<file path="src/rtl/song_pkg.sv">
// Shared definitions for the song recorder: master-state encodings,
// recorder FSM states and payload word helpers.
package song_pkg;

  localparam logic [1:0] ST_FREE    = 2'd0;
  localparam logic [1:0] ST_PLAY    = 2'd1;
  localparam logic [1:0] ST_COMPOSE = 2'd2;
  localparam logic [1:0] ST_OVERDUB = 2'd3;

  // WAIT is the idle-wait state: a finished take parks here until the
  // master state leaves Compose/Overdub, so every take needs a fresh entry.
  typedef enum logic [2:0] {
    S_IDLE,
    S_ARMED,
    S_RECORD,
    S_OD_READ,
    S_OD_MERGE,
    S_TERMINATE,
    S_WAIT
  } rec_state_e;

  // The end-of-song marker always lives in the top bit of the RAM word.
  function automatic int end_bit_idx(input int payload_w);
    return payload_w - 1;
  endfunction

  // Builds a word at the widest supported size; callers cast it down to
  // their own payload width. The mask is expected to be zero-extended.
  function automatic logic [63:0] pack_payload(input logic end_bit,
                                               input logic [63:0] mask,
                                               input int payload_w);
    logic [63:0] w;
    logic [5:0]  idx;
    idx = 6'(payload_w - 1);
    w = mask;
    w[idx] = end_bit;
    return w;
  endfunction

endpackage

</file>
<file path="src/rtl/beat_latch.sv">
// Per-voice sticky latch: remembers any switch pressed since the last
// clear so presses shorter than a beat still reach the recorder.
module beat_latch #(
  parameter int NUM_VOICES = 8
) (
  input  logic                  clk,
  input  logic                  reset,
  input  logic [NUM_VOICES-1:0] switches,
  input  logic                  clear,
  output logic [NUM_VOICES-1:0] mask
);

  logic [NUM_VOICES-1:0] held_q;

  // Accumulate presses between beats; the clear cycle still sees live presses via the OR below.
  always_ff @(posedge clk or posedge reset) begin
    if (reset) begin
      held_q <= '0;
    end else if (clear) begin
      held_q <= '0;
    end else begin
      held_q <= held_q | switches;
    end
  end

  assign mask = held_q | switches;

endmodule

</file>
<file path="src/rtl/song_recorder.sv">
// Song recorder: samples the voice mask on each beat and writes one word
// per beat into song RAM, in Compose (fresh take) or Overdub (merge) mode.
// Optional build macro SONG_RECORDER_LATCH_EN adds a sticky per-voice latch.
module song_recorder
  import song_pkg::*;
#(
  parameter int NUM_VOICES = 8,
  parameter int ADDR_W     = 7,
  parameter int PAYLOAD_W  = 16
) (
  input  logic                  clk,
  input  logic                  reset,
  input  logic [NUM_VOICES-1:0] switches,
  input  logic                  beat,
  input  logic [1:0]            master_state,
  input  logic [PAYLOAD_W-1:0]  read_data,
  output logic                  read_enable,
  output logic                  write_enable,
  output logic [ADDR_W-1:0]     write_address,
  output logic [PAYLOAD_W-1:0]  write_payload,
  output logic                  start_recording,
  output logic                  finished_recording
);

  localparam int END_BIT = end_bit_idx(PAYLOAD_W);

  rec_state_e            state_q, state_d;
  logic [ADDR_W:0]       addr_q, addr_d;
  logic [PAYLOAD_W-1:0]  payload_q, payload_d;
  logic [NUM_VOICES-1:0] od_mask_q, od_mask_d;
  logic [NUM_VOICES-1:0] rec_mask;
  logic                  mode_active;
  logic                  overdub;
  logic                  at_last;
  logic                  past_end;
  logic                  unused_read_bits;

  assign mode_active = (master_state == ST_COMPOSE) || (master_state == ST_OVERDUB);
  assign overdub     = (master_state == ST_OVERDUB);
  assign at_last     = (addr_q[ADDR_W-1:0] == {ADDR_W{1'b1}});
  assign past_end    = addr_q[ADDR_W];

  // Only the end bit and the voice mask of a stored word are meaningful.
  assign unused_read_bits = ^read_data[PAYLOAD_W-2:NUM_VOICES];

`ifdef SONG_RECORDER_LATCH_EN
  beat_latch #(
    .NUM_VOICES(NUM_VOICES)
  ) u_beat_latch (
    .clk     (clk),
    .reset   (reset),
    .switches(switches),
    .clear   (beat | ~mode_active),
    .mask    (rec_mask)
  );
`else
  assign rec_mask = switches;
`endif

  function automatic logic [PAYLOAD_W-1:0] make_word(input logic e,
                                                     input logic [NUM_VOICES-1:0] m);
    return PAYLOAD_W'(pack_payload(e, 64'(m), PAYLOAD_W));
  endfunction

  // Registered FSM state, address counter, last written word and overdub mask.
  always_ff @(posedge clk or posedge reset) begin
    if (reset) begin
      state_q   <= S_IDLE;
      addr_q    <= '0;
      payload_q <= '0;
      od_mask_q <= '0;
    end else begin
      state_q   <= state_d;
      addr_q    <= addr_d;
      payload_q <= payload_d;
      od_mask_q <= od_mask_d;
    end
  end

  // Next-state and strobe decode; Compose strobes follow beat in the same cycle,
  // a mode exit always takes priority over a coincident beat.
  always_comb begin
    state_d            = state_q;
    addr_d             = addr_q;
    payload_d          = payload_q;
    od_mask_d          = od_mask_q;
    read_enable        = 1'b0;
    write_enable       = 1'b0;
    start_recording    = 1'b0;
    finished_recording = 1'b0;

    case (state_q)
      S_IDLE: begin
        if (mode_active) begin
          state_d = S_ARMED;
          addr_d  = '0;
        end
      end

      S_ARMED: begin
        if (!mode_active) begin
          state_d = S_IDLE;
        end else if (beat) begin
          if (overdub) begin
            read_enable     = 1'b1;
            start_recording = 1'b1;
            od_mask_d       = rec_mask;
            state_d         = S_OD_MERGE;
          end else if (rec_mask != '0) begin
            write_enable    = 1'b1;
            start_recording = 1'b1;
            payload_d       = make_word(at_last, rec_mask);
            if (at_last) begin
              finished_recording = 1'b1;
              state_d            = S_WAIT;
            end else begin
              addr_d  = addr_q + (ADDR_W+1)'(1);
              state_d = S_RECORD;
            end
          end
        end
      end

      S_RECORD: begin
        if (!mode_active) begin
          state_d = S_TERMINATE;
        end else if (beat) begin
          write_enable = 1'b1;
          payload_d    = make_word(at_last, rec_mask);
          if (at_last) begin
            finished_recording = 1'b1;
            state_d            = S_WAIT;
          end else begin
            addr_d = addr_q + (ADDR_W+1)'(1);
          end
        end
      end

      // Overdub counterpart of RECORD: each beat issues the RAM read.
      S_OD_READ: begin
        if (!mode_active) begin
          state_d = S_TERMINATE;
        end else if (beat) begin
          read_enable = 1'b1;
          od_mask_d   = rec_mask;
          state_d     = S_OD_MERGE;
        end
      end

      // Read data is valid here; an exit abandons the in-flight merge.
      S_OD_MERGE: begin
        if (!mode_active) begin
          state_d = S_TERMINATE;
        end else begin
          write_enable = 1'b1;
          payload_d    = make_word(read_data[END_BIT],
                                   read_data[NUM_VOICES-1:0] | od_mask_q);
          if (read_data[END_BIT]) begin
            finished_recording = 1'b1;
            state_d            = S_WAIT;
          end else if (at_last) begin
            state_d = S_WAIT;
          end else begin
            addr_d  = addr_q + (ADDR_W+1)'(1);
            state_d = S_OD_READ;
          end
        end
      end

      S_TERMINATE: begin
        if (!past_end) begin
          write_enable       = 1'b1;
          finished_recording = 1'b1;
          payload_d          = make_word(1'b1, '0);
        end
        state_d = mode_active ? S_WAIT : S_IDLE;
      end

      S_WAIT: begin
        if (!mode_active) begin
          state_d = S_IDLE;
        end
      end

      default: begin
        state_d = S_IDLE;
      end
    endcase
  end

  assign write_address = addr_q[ADDR_W-1:0];
  assign write_payload = write_enable ? payload_d : payload_q;

endmodule

</file>
<file path="config.mk">
export PLATFORM = sky130hd
export DESIGN_NAME = song_recorder
export DESIGN_NICKNAME = d
export VERILOG_FILES = /design/src/rtl/song_pkg.sv /design/src/rtl/beat_latch.sv /design/src/rtl/song_recorder.sv
export SDC_FILE = /design/constraint.sdc
export NUM_CORES = 1
export LEC_CHECK = 0
export CAP_MARGIN = 20
export CORE_MARGIN = 5
export CORE_UTILIZATION = 40
export DETAILED_ROUTE_END_ITERATION = 10
export PLACE_DENSITY_LB_ADDON = 0.25
export SETUP_SLACK_MARGIN = 0.1
export SLEW_MARGIN = 25
export SYNTH_ARGS = -nofsm -noshare
export SYNTH_HDL_FRONTEND = slang
export SYNTH_SLANG_ARGS = --single-unit
</file>
<file path="constraint.sdc">
create_clock -name clk -period 2.3 [get_ports clk]
set_input_delay 0.345 -clock clk [delete_from_list [all_inputs] [get_ports clk]]
set_output_delay 0.345 -clock clk [all_outputs]
set_load 0.01 [all_outputs]
</file>
==> results.toml, run 1 <==
[setup_path]
crit_slowest_cell = "dfrtp_2"
critPathCapture = "write_payload[5]"
cp-end-kind = "primary output"
crit_type = "reg2out"
cp-start-kind = "flip-flop"
required_ps = 1960
r2r-end = "payload_q[4]$_DFF_PP0_"
critPathMaxFanout = 7
max_stage_delay_ps = 480
r2r-start = "state_q[0]$_DFFE_PP0P_"
reg2regPathDepth = 9
cp_data_arrival_time_ps = 2060
crit_path_frequent_cell = "buf_6"
startpoint = "state_q[0]$_DFFE_PP0P_"
crit_path_cell_trace = "buf_6 -> nor2b_4 -> and2_4 -> a22oi_4 -> buf_12 -> buf_16 -> a221o_2 -> buf_6"
reg2reg_slack_ps = 280

[synthesis]
synth_area_leader_cell = "dfrtp_1"
syn_inst = 215
synth_flop_cell = "dfrtp_1"
synth.distinct_cells = 51
synthesis.area_mm2 = 0.00214
yosysTopAreaCellShare_pct = 41.0
synth_edf_count = 0
syn_avg_cell_area_um2 = 9.95
yosys_register_bits = 35
synth_area_leaders = "dfrtp_1, and2_1, a221o_2"
yosys_warnings = 0
syn-num-nets = 245
synth-seq-area-share_pct = 41.0
ys_async_sr_fraction_pct = 100

[grt]
overflow = 0
grtUsageTotal_pct = 17.7
grt_pass1_vias = 2177
antenna_found_initial = 0
grt_pass1_wl_um = 10200
grt_start_max_net_pins = 36

[timing]
fmax_mhz = 416
slew_headroom_pct = 70.1
slew_viol_final = 0
tightestPinTransition_ps = 449
setup_viol = 10
skew_ps = 5.49
period_share_pct = 104
holdWs_ps = 397
grt_setup_unrepaired = "true"
timing.final.crit_period_ps = 2400
fin_ws_ps = -103
hold_viol_final = 0

[floorplanning]
die_w_um = 83.1
die-area_mm2 = 0.00691
rows = 26
die_h_um = 83.1
core_mm2 = 0.00514
num_io_pins = 56
initial_utilization_pct = 41.6

[cells_and_area]
antenna_cells = 0
drive_above_1_share_pct = 44.8
fill_cells = 432
final_nets = 348
syn_to_final_growth_pct = 58.8

[power]
power.total_mw = 3.99
combPwrFrac_pct = 61.4
pwr-share-clk_pct = 14.5
powerDensity_mw_per_mm2 = 1180
p_leak_nw = 1.61
swShare_pct = 35.5
pwr-share-seq_pct = 24.0
ir_worst_vdd_v = 0.000741
switching_power_mw = 1.42
internal-power_mw = 2.57

[placed_design]
gp_congestion = 0.862
dp_hpwl_um = 4070
place.port_buffers = 48

[outcome]
outcome = "finished, violations left"
failed_checks = "setup timing"

[routing]
antenna_left = 0
drt_iter0_drc = 172
vias = 2117
wire_per_inst_um = 15.5
routed_wl_um = 6040
drtPass1Iterations = 4
drc = 0
via_per_inst = 5.44

[clock_tree]
clk_pin_slew_ps = 80
cts_tree = "built"
holdBufCountCts = 0
cts_max_level = 2
cts_root_buffer = "clkbuf_8"
cts-buffers-inserted = 5
cts.sinks = 35
ctsLongestPathBuffers = 2
clock_latency_ps = 280

[flow_run]
drv_cap = 0

[worst_hold_path]
hp-class = "in2reg"
-- routing by layer --
metal	up-vias	part of all wire [%]	global-route usage, %
li1	1011	-	-
met1	1045	47	22.2
met2	55	48	30.1
met3	6	4.6	4.75
met4	0	0.96	4.61
met5	-	0	0
-- state kept, by name (all words and copies together) (netlist names) --
name	flops
payload_q	16
addr_q	8
od_mask_q	8
state_q	3
-- how the worst min path moves through the flow --
stage                                         end  cells after the start                     from  slack [ps]
after global routing       payload_q[4]$_DFF_PP0_                      2              switches[4]         400
after floorplan           payload_q[10]$_DFF_PP0_                      1  payload_q[10]$_DFF_PP0_         440
after detailed placement  payload_q[12]$_DFF_PP0_                      1  payload_q[12]$_DFF_PP0_         460
after CTS                  payload_q[7]$_DFF_PP0_                      3              switches[7]         380
after global placement     payload_q[9]$_DFF_PP0_                      1   payload_q[9]$_DFF_PP0_         460
final                      payload_q[4]$_DFF_PP0_                      2              switches[4]         400
-- cell type report --
class	count	area, um^2	area share, %
Sequential cell	35	878	25.9
Clock inverter	2	35.0	1.03
Tap cell	70	87.6	2.58
Inverter	6	22.5	0.663
Multi-Input combinational cell	153	1190	35.2
Timing Repair Buffer	117	1100	32.3
Clock buffer	6	82.6	2.43
-- repair_timing --
action,in CTS,in global routing
endpoints found under the setup margin,20,18
buffers inserted,11,3
gates resized for setup,145,18
pin swaps,14,6
cloned,3,0
-- cells by family (layout without fill, tap and decap cells) --
family                   count (synthesis)  in the layout  synth area share [%]
buffers and inverters                   27            131                  8.13
multiplexers                             8              8                  4.21
AND/OR/NAND/NOR                         68             68                  17.0
AO/OA/AOI/OAI                           75             75                  28.7
adder cells (fa/ha/maj)                  2              2                  1.05
flip-flops                              35             35                  41.0
-- synthesized netlist by cell type, drive strengths merged, types with 2 or more instances --
cell type and instances:
o21ai 7, a31oi 6, mux2 8, o211ai 4, o21a 9, nand2b 7, nor2b 5, a22oi 2
dfrtp 35, a41o 2, a21o 3, a211oi 2, clkbuf 2, a221o 16, nand3 7, a21oi 7
o22ai 2, nor4 3, and2 16, buf 19, nand2 13, a31o 3, nor2 11, inv 6
-- worst max-delay path: cells and delay by family, from the launching register on --
family                 cells  cell delay, ps
and+or+nand+nor            2             280
DFF                        1             480
buffers and inverters      4             550
AOI/OAI and AO/OA          2             460
-- cells in the final DEF (no fill, tap or decap), types with 4 or more instances in the layout --
cell type,netlist,routed
o211ai_1,4,4
buf_4,7,54
a221o_1,8,8
a21oi_1,7,6
dfrtp_1,35,33
inv_1,6,5
clkbuf_8,0,6
nand2_1,13,12
nand2b_1,7,5
a221o_2,8,8
a31oi_1,6,5
buf_6,5,25
and2_4,0,4
mux2_2,8,8
o21a_1,9,9
and2_1,15,12
o21ai_0,7,7
clkdlybuf4s50_1,0,18
nor2_1,10,10
nand3_1,7,7
buf_2,7,10
-- metrics by stage --
step / area [um^2] / TNS [ps] / cells / utilization [%] / setup WS, ps
global route: 3400 / -1020 / 389 / 66.1 / -141
finish: 3400 / -390 / 389 / 66.1 / -103
CTS: 3350 / -408 / 388 / 65.1 / -76.5
global placement: 2990 / -11960 / 366 / 58.1 / -668
detailed placement: 2990 / -12150 / 366 / 58.1 / -700
floorplan: 2140 / 0 / 215 / - / 337
-- power by group through the flow --
stage / clock [mW] / combinational [mW] / sequential [mW]
finish: 0.581 / 2.45 / 0.960
floorplan: 0 / 1.23 / 0.887
CTS: 0.592 / 2.46 / 0.952
global route: 0.621 / 2.64 / 0.979
global placement: 0 / 1.95 / 0.941
detailed placement: 0 / 1.98 / 0.941
Note: power is estimated with default switching activity, not from simulation.
==> run 2: changes to the inputs <==
- PLACE_DENSITY: unset -> 0.68
- PLACE_DENSITY_LB_ADDON: 0.25 -> unset
==> results.toml, run 2 (synthesis gave the netlist of run 1 again) <==
[outcome]
outcome = "finished, violations left"
failed_checks = "setup timing"

[floorplanning]
core_mm2 = 0.00514
die_w_um = 83.1
die-area_mm2 = 0.00691
initial_utilization_pct = 41.6
die_h_um = 83.1
rows = 26
num_io_pins = 56

[cells_and_area]
syn_to_final_growth_pct = 51.9
final_util_pct = 63.2
final_common_cell = "buf_4"
drive_above_1_share_pct = 40.8
reg_top3 = "payload_q x16, addr_q x8, od_mask_q x8"
largest-register = "payload_q"
largest_reg_flops = 16
final_nets = 340
antenna_cells = 0
fin_cells = 381
layout_common_cells = "buf_4, dfrtp_1, clkdlybuf4s50_1"
fin_area_mm2 = 0.00325

[placed_design]
dp_hpwl_um = 4150
place.port_buffers = 48
place_area_mm2 = 0.00294
gp_congestion = 0.848
dp.cells = 361

[setup_path]
cp_data_arrival_time_ps = 1970
cp-start-kind = "flip-flop"
required_ps = 1960
critPathMaxFanout = 7
cp-end-kind = "primary output"
crit_type = "reg2out"
reg2reg_slack_ps = 250

[routing]
drt_iter0_drc = 98
vias = 2034
drtPass1Iterations = 4
via_per_inst = 5.34
routed_wl_um = 5970
wire_per_inst_um = 15.7
drc = 0
antenna_left = 0

[worst_hold_path]
hp-class = "in2reg"

[clock_tree]
clk_pin_slew_ps = 80
clock_latency_ps = 300
cts_tree = "built"
cts-buffers-inserted = 5
cts_max_level = 2
holdBufCountCts = 0
ctsLongestPathBuffers = 2
cts.sinks = 35
cts_root_buffer = "clkbuf_8"

[grt]
grt_pass1_vias = 2097
grtUsageTotal_pct = 17.9
top_usage_layer = "met2"
gr-usage-met2_pct = 30.5
grt_pass1_wl_um = 10300
grt_use_met1_pct = 22.4
grt_use_met3_pct = 5.45
grt_start_max_net_pins = 36
overflow = 0
antenna_found_initial = 0

[power]
power.total_mw = 3.79
p_leak_nw = 1.55
ir_worst_vdd_v = 0.000697
powerDensity_mw_per_mm2 = 1170

[flow_run]
drv_cap = 0

[timing]
setup_viol = 3
hold_viol_final = 0
fin_ws_ps = -19.7
fmax_mhz = 431
skew_ps = 14.6
grt_setup_unrepaired = "true"
slew_headroom_pct = 69.3
tightestPinTransition_ps = 461
holdWs_ps = 426
period_share_pct = 101
timing.final.crit_period_ps = 2320
slew_viol_final = 0
## run 2: cell types whose count changed in the layout (fill, tap and decap cells not counted), sizes merged
cell and delta:
dlygate4sd2 +4, clkdlybuf4s15 +4, buf -17, clkinv +1
## run 2: metrics by stage
| step | setup TNS [ps] | setup WS [ps] |
|---|---|---|
| after floorplan | 0 | 337 |
| after global placement | -11590 | -651 |
| after detailed placement | -11220 | -644 |
| after CTS | -67.2 | -24.8 |
| after global routing | -397 | -85.2 |
| final | -48.0 | -19.7 |
## run 2: critical path: stages, from the launching register on
cell	delay (ps)
dfrtp_2	470
nand2b_4	90
a21oi_2	120
a31o_1	190
a22oi_4	80
buf_6	130
buf_6	110
a221o_2	350
buf_6	120
## run 2: layer usage
| layer | vias up | part of all wire (%) |
|---|---|---|
| li1 | 991 | - |
| met1 | 975 | 43 |
| met2 | 66 | 50 |
| met3 | 2 | 6.5 |
| met4 | 0 | 0.32 |
| met5 | - | 0 |
## run 2: layout make-up
class	count	area, um^2
Multi-Input combinational cell	153	1140
Clock buffer	5	68.8
Fill cell	469	1890
Tap cell	70	87.6
Clock inverter	3	43.8
Timing Repair Buffer	109	1000
Inverter	6	22.5
Sequential cell	35	878
## run 2: final timing paths
path | start | to | cells past startpoint
worst max-delay path | state_q[0]$_DFFE_PP0P_ | write_payload[3] | 8
worst min-delay path | switches[1] | payload_q[1]$_DFF_PP0_ | 3
worst max register to register | state_q[0]$_DFFE_PP0P_ | payload_q[5]$_DFF_PP0_ | 9
worst min register to register | payload_q[14]$_DFF_PP0_ | payload_q[14]$_DFF_PP0_ | 1
max in group asynchronous | reset | state_q[0]$_DFFE_PP0P_ | 3
min in group asynchronous | reset | payload_q[15]$_DFF_PP0_ | 3
## run 2: report_power, final
part           internal (mW)  switching [mW]  total, mW
Sequential             0.803           0.137      0.940
Combinational           1.30           0.971       2.27
Clock                  0.323           0.253      0.576
Total                   2.42            1.36       3.79
## run 2: timing repair
| action | in CTS | in global routing |
|---|---|---|
| cloned | 3 | 0 |
| setup endpoints to repair | 20 | 18 |
| buffers inserted | 7 | 2 |
| resized for setup | 124 | 2 |
| pin swaps | 15 | 1 |
